===== config.mk =====
export PLATFORM = sky130hd
export DESIGN_NAME = fetch_unit
export DESIGN_NICKNAME = d
export VERILOG_FILES = /design/src/rtl/fetch_unit.sv
export SDC_FILE = /design/constraint.sdc
export NUM_CORES = 1
export LEC_CHECK = 0
export CAP_MARGIN = 20
export CORE_MARGIN = 8
export CORE_UTILIZATION = 59
export DETAILED_ROUTE_END_ITERATION = 8
export GPL_TIMING_DRIVEN = 0
export MAX_ROUTING_LAYER = met4
export PLACE_DENSITY = 0.83
export SYNTH_ARGS = -nofsm -noshare
export SYNTH_HDL_FRONTEND = slang
export SYNTH_SLANG_ARGS = --single-unit

===== constraint.sdc =====
create_clock -name clk -period 11.1 [get_ports clk]
set_clock_uncertainty 0.1 [all_clocks]
set_input_delay 1.11 -clock clk [delete_from_list [all_inputs] [get_ports clk]]
set_output_delay 1.11 -clock clk [all_outputs]
set_load 0.02 [all_outputs]

===== src/rtl/fetch_unit.sv =====
// Pipelined instruction-fetch front end: credit-limited imem requests, PC-tagged FIFO toward decode,
// redirect flush with stale-response discard. Define FETCH_PERF_EN to add perf_* counter outputs.
module fetch_unit #(
  parameter int              XLEN       = 32,
  parameter int              ILEN       = 32,
  parameter logic [XLEN-1:0] RESET_PC   = '0,
  parameter int              FIFO_DEPTH = 4
) (
  input  logic            clk,
  input  logic            reset,
  output logic            imem_req_valid,
  input  logic            imem_req_ready,
  output logic [XLEN-1:0] imem_req_addr,
  input  logic            imem_rsp_valid,
  input  logic [ILEN-1:0] imem_rsp_data,
  input  logic            redirect_valid,
  input  logic [XLEN-1:0] redirect_pc,
  output logic            inst_valid,
  input  logic            inst_ready,
  output logic [ILEN-1:0] inst_data,
  output logic [XLEN-1:0] inst_pc
`ifdef FETCH_PERF_EN
  ,
  output logic [31:0]     perf_fetched,
  output logic [31:0]     perf_dropped,
  output logic [31:0]     perf_stall
`endif
);

  localparam int PW  = $clog2(FIFO_DEPTH);
  localparam int CW  = $clog2(FIFO_DEPTH + 1);
  localparam int CW1 = CW + 1;
  localparam logic [CW:0] DEPTH_C = CW1'(FIFO_DEPTH);

  logic [XLEN-1:0] fetch_pc;
  logic [XLEN-1:0] resp_pc;
  logic [CW-1:0]   outstanding;
  logic [CW-1:0]   drop_cnt;
  logic [CW-1:0]   count;
  logic [PW-1:0]   rd_ptr;
  logic [PW-1:0]   wr_ptr;
  logic [ILEN-1:0] data_mem [FIFO_DEPTH];
  logic [XLEN-1:0] pc_mem   [FIFO_DEPTH];

  logic credit_ok;
  logic accept;
  logic rsp_fire;
  logic rsp_drop;
  logic push;
  logic pop;
  logic [XLEN-1:0] redirect_aligned;

  // Credits cover both in-flight requests and buffered entries, so a response always has a slot.
  assign credit_ok        = ({1'b0, outstanding} + {1'b0, count}) < DEPTH_C;
  assign imem_req_valid   = reset && !redirect_valid && credit_ok;
  assign imem_req_addr    = fetch_pc;
  assign accept           = imem_req_valid && imem_req_ready;
  assign rsp_fire         = imem_rsp_valid && (outstanding != '0);
  assign rsp_drop         = rsp_fire && (redirect_valid || (drop_cnt != '0));
  assign push             = rsp_fire && !rsp_drop;
  assign inst_valid       = (count != '0) && !redirect_valid;
  assign pop              = inst_valid && inst_ready;
  assign inst_data        = data_mem[rd_ptr];
  assign inst_pc          = pc_mem[rd_ptr];
  assign redirect_aligned = {redirect_pc[XLEN-1:2], 2'b00};

  always_ff @(posedge clk) begin
    if (!reset) begin
      fetch_pc    <= RESET_PC;
      resp_pc     <= RESET_PC;
      outstanding <= '0;
      drop_cnt    <= '0;
      count       <= '0;
      rd_ptr      <= '0;
      wr_ptr      <= '0;
      for (int unsigned i = 0; i < FIFO_DEPTH; i++) begin
        data_mem[i] <= '0;
        pc_mem[i]   <= '0;
      end
    end else begin
      outstanding <= outstanding + CW'(accept) - CW'(rsp_fire);
      if (redirect_valid) begin
        // Every request still in flight (including already-stale ones) becomes a drop.
        fetch_pc <= redirect_aligned;
        resp_pc  <= redirect_aligned;
        drop_cnt <= outstanding - CW'(rsp_fire);
        count    <= '0;
        rd_ptr   <= '0;
        wr_ptr   <= '0;
      end else begin
        if (accept) begin
          fetch_pc <= fetch_pc + XLEN'(4);
        end
        if (rsp_drop) begin
          drop_cnt <= drop_cnt - CW'(1);
        end
        if (push) begin
          data_mem[wr_ptr] <= imem_rsp_data;
          pc_mem[wr_ptr]   <= resp_pc;
          wr_ptr           <= wr_ptr + PW'(1);
          resp_pc          <= resp_pc + XLEN'(4);
        end
        if (pop) begin
          rd_ptr <= rd_ptr + PW'(1);
        end
        count <= count + CW'(push) - CW'(pop);
      end
    end
  end

`ifdef FETCH_PERF_EN
  always_ff @(posedge clk) begin
    if (!reset) begin
      perf_fetched <= '0;
      perf_dropped <= '0;
      perf_stall   <= '0;
    end else begin
      if (pop) begin
        perf_fetched <= perf_fetched + 32'd1;
      end
      if (rsp_drop) begin
        perf_dropped <= perf_dropped + 32'd1;
      end
      if (!imem_req_valid && !redirect_valid) begin
        perf_stall <= perf_stall + 32'd1;
      end
    end
  end
`endif

endmodule


==> impl_metrics.py <==
metrics = {
    "worst_setup_path": {
        "path_class": "primary input to primary output",
        "arrival_ns": 3.86,
        "startpoint_type": "primary input",
        "worstPathRequired_ns": 9.89,
        "path_max_fanout": 10,
        "crit_path_end_kind": "primary output",
    },
    "pwr": {
        "power_density_nw_per_um2": 163,
        "clockPowerShare": 0.348,
        "p_seq_frac": 0.489,
        "ir_drop_mv": 0.110,
        "swShare": 0.263,
        "internal-power_mw": 2.17,
        "netSwitchingPower_mw": 0.775,
        "p_comb_frac": 0.162,
        "p_leak_nw": 6.51,
        "finalPower_mw": 2.95,
    },
    "sta": {
        "timing.slew.headroom": 0.238,
        "timing.fmax_ghz": 0.197,
        "tightest_slew_ns": 1.13,
        "post-route-min-period_ns": 5.07,
        "finalCritPeriodShare": 0.457,
        "setup-violations-final": 0,
        "maxSlewViolCount": 0,
        "rsz0062_at_grt": "false",
        "hold_viol": 0,
    },
    "hold_path": {
        "hp-class": "flip-flop to flip-flop",
    },
    "grt": {
        "grt.overflow.total": 0,
        "grtUsageTotal": 0.261,
        "antenna_found_initial": 0,
        "grt_pass1_vias": 10800,
        "grt_pass1_wl_um": 60900,
        "grt_start_max_net_pins": 44,
    },
    "synthesis": {
        "synth_ff_type": "edfxtp_1",
        "yosysTopAreaCell": "edfxtp_1",
        "ys_seq_elements": 323,
        "seq_area_frac_synth": 0.604,
        "ys_async_sr_fraction": 0,
        "netlist_instances": 1140,
        "yosysWarnings": 0,
        "syn_area_um2": 14800,
        "synthDistinctLibCells": 60,
        "synthTopCellsByArea": "edfxtp_1, dfxtp_1, mux4_2",
        "synth_edf_count": 248,
        "avgSynthCellArea_um2": 13.0,
        "yosysTopAreaCellShare": 0.502,
    },
    "placement": {
        "gp_congestion": 0.945,
        "post-dp-hpwl_um": 26400,
        "postPlaceCellArea_um2": 17100,
        "numPortBuffers": 160,
        "dp.cells": 1645,
    },
    "finish": {
        "final_common_cell": "edfxtp_1",
        "finalNonFillerCells": 1702,
        "final_cell_mix": "edfxtp_1, and2_1, clkdlybuf4s50_1",
        "antennaDiodeCount": 0,
        "finish.utilization": 0.728,
        "drive_gt1_frac": 0.0991,
        "syn2layout_area_growth_pct": 22.2,
        "design_area_um2": 18100,
        "nNetsFinal": 1432,
    },
    "drt": {
        "drc": 0,
        "vias": 10600,
        "dr.pass1.iters": 5,
        "drt_iter0_markers": 1232,
        "antenna_left": 0,
        "wl_per_cell_um": 23.2,
        "avgViaCountPerCell": 6.21,
        "wirelength_um": 39500,
    },
    "clocking": {
        "clkSinkCount": 323,
        "ctsHtreeMaxLevel": 1,
        "holdBufCountCts": 0,
        "post_cts_resize_count": 0,
        "cts_tree": "yes",
        "cts-buffers-inserted": 31,
        "clk_pin_slew_worst_paths_ns": 0.06,
        "clk_path_buf_depth": 3,
        "root_buffer": "clkbuf_16",
        "worstSkewPairLatency_ns": 0.56,
        "post_cts_buffers": 0,
    },
    "floorplanning": {
        "ios": 168,
        "core_um2": 24900,
        "fp-row-count": 58,
        "dieArea_um2": 30500,
        "initial_core_util": 0.596,
        "die_w_um": 175,
        "die_h_um": 175,
    },
    "run_status": {
        "status": "finished clean",
    },
    "job": {
        "maxCapViolations": 0,
    },
}
-- metrics by stage --
| step | setup WS (ns) | hold WS (ns) | TNS, ns |
|---|---|---|---|
| 6_report | 6.03 | 0.432 | 0 |
| 5_1_grt | 5.94 | 0.470 | 0 |
| 4_1_cts | 6.06 | 0.428 | 0 |
| 3_5_place_dp | 6.02 | 0.407 | 0 |
| 3_3_place_gp | -0.820 | 0.402 | -86.45 |
| 2_1_floorplan | 3.57 | 0.385 | 0 |
-- final timing paths --
path | from | end | slack, ns | depth (start not counted)
setup / recovery | redirect_valid | inst_valid | 6.03 | 6
hold / removal | imem_req_addr[30]$_SDFFE_PN0P_ | imem_req_addr[30]$_SDFFE_PN0P_ | 0.43 | 2
setup reg to reg | outstanding[1]$_SDFF_PN0_ | count[2]$_SDFF_PP0_ | 6.80 | 11
hold reg to reg | imem_req_addr[30]$_SDFFE_PN0P_ | imem_req_addr[30]$_SDFFE_PN0P_ | 0.43 | 2
-- synthesized netlist by cell type (6+ instances only) --
library cell / number
edfxtp_1: 248
and2_1: 193
dfxtp_1: 75
and3_1: 69
clkbuf_1: 69
mux4_2: 62
nand2_1: 53
nor2_1: 37
o21ai_0: 35
a21oi_1: 34
nand3_1: 29
nand4_1: 25
a31oi_1: 20
inv_1: 20
xor2_1: 18
xnor2_1: 17
nor3_1: 14
nor4_1: 13
ha_1: 12
buf_1: 9
a211oi_1: 6
or3_1: 6
-- sequential cells by signal (all words and copies together) (netlist names), named ones only --
register       count
data_mem         128
pc_mem           120
imem_req_addr     30
resp_pc           30
count              3
drop_cnt           3
outstanding        3
rd_ptr             2
wr_ptr             2
-- critical path, stage by stage --
cell	delay, ns
clkdlybuf4s50_1	0.61
clkbuf_1	0.48
clkbuf_1	0.45
buf_1	0.50
nor2_1	0.14
clkdlybuf4s50_1	0.57
-- routing by layer --
metal  share of wire  global-route usage  vias to the layer above
met5               0                   -                        -
met4           0.027              0.0791                        0
met3           0.087              0.0384                       81
met2            0.49               0.434                      633
met1            0.40               0.330                     5186
li1                -                   -                     4677
-- cell type report --
| type | count | area [um2] |
|---|---|---|
| plain buffers | 84 | 339 |
| inverters | 20 | 75.1 |
| well taps | 330 | 413 |
| fillers | 1576 | 6780 |
| clock buffers | 42 | 857 |
| clock inverters | 15 | 119 |
| multi-input cells | 716 | 5520 |
| repair buffers | 172 | 1840 |
| flip-flops and latches | 323 | 8950 |
-- power by group through the flow --
stage / Sequential (mW) / Combinational [mW] / Clock, mW
after floorplan: 1.46 / 0.255 / 0
after global placement: 1.48 / 0.440 / 0
after detailed placement: 1.47 / 0.470 / 0
after CTS: 1.44 / 0.475 / 1.03
after global routing: 1.45 / 0.508 / 1.07
final: 1.44 / 0.478 / 1.03
-- kinds of logic after synthesis --
family	count (synthesis)	synth area share
xor+xnor	35	0.0207
mux	66	0.0972
flops	323	0.604
buf+inv	104	0.0279
fa+ha+maj	14	0.0128
other cells	1	0.000253
simple gates	470	0.184
compound gates	127	0.0532
Note: power is estimated with default switching activity, not from simulation.
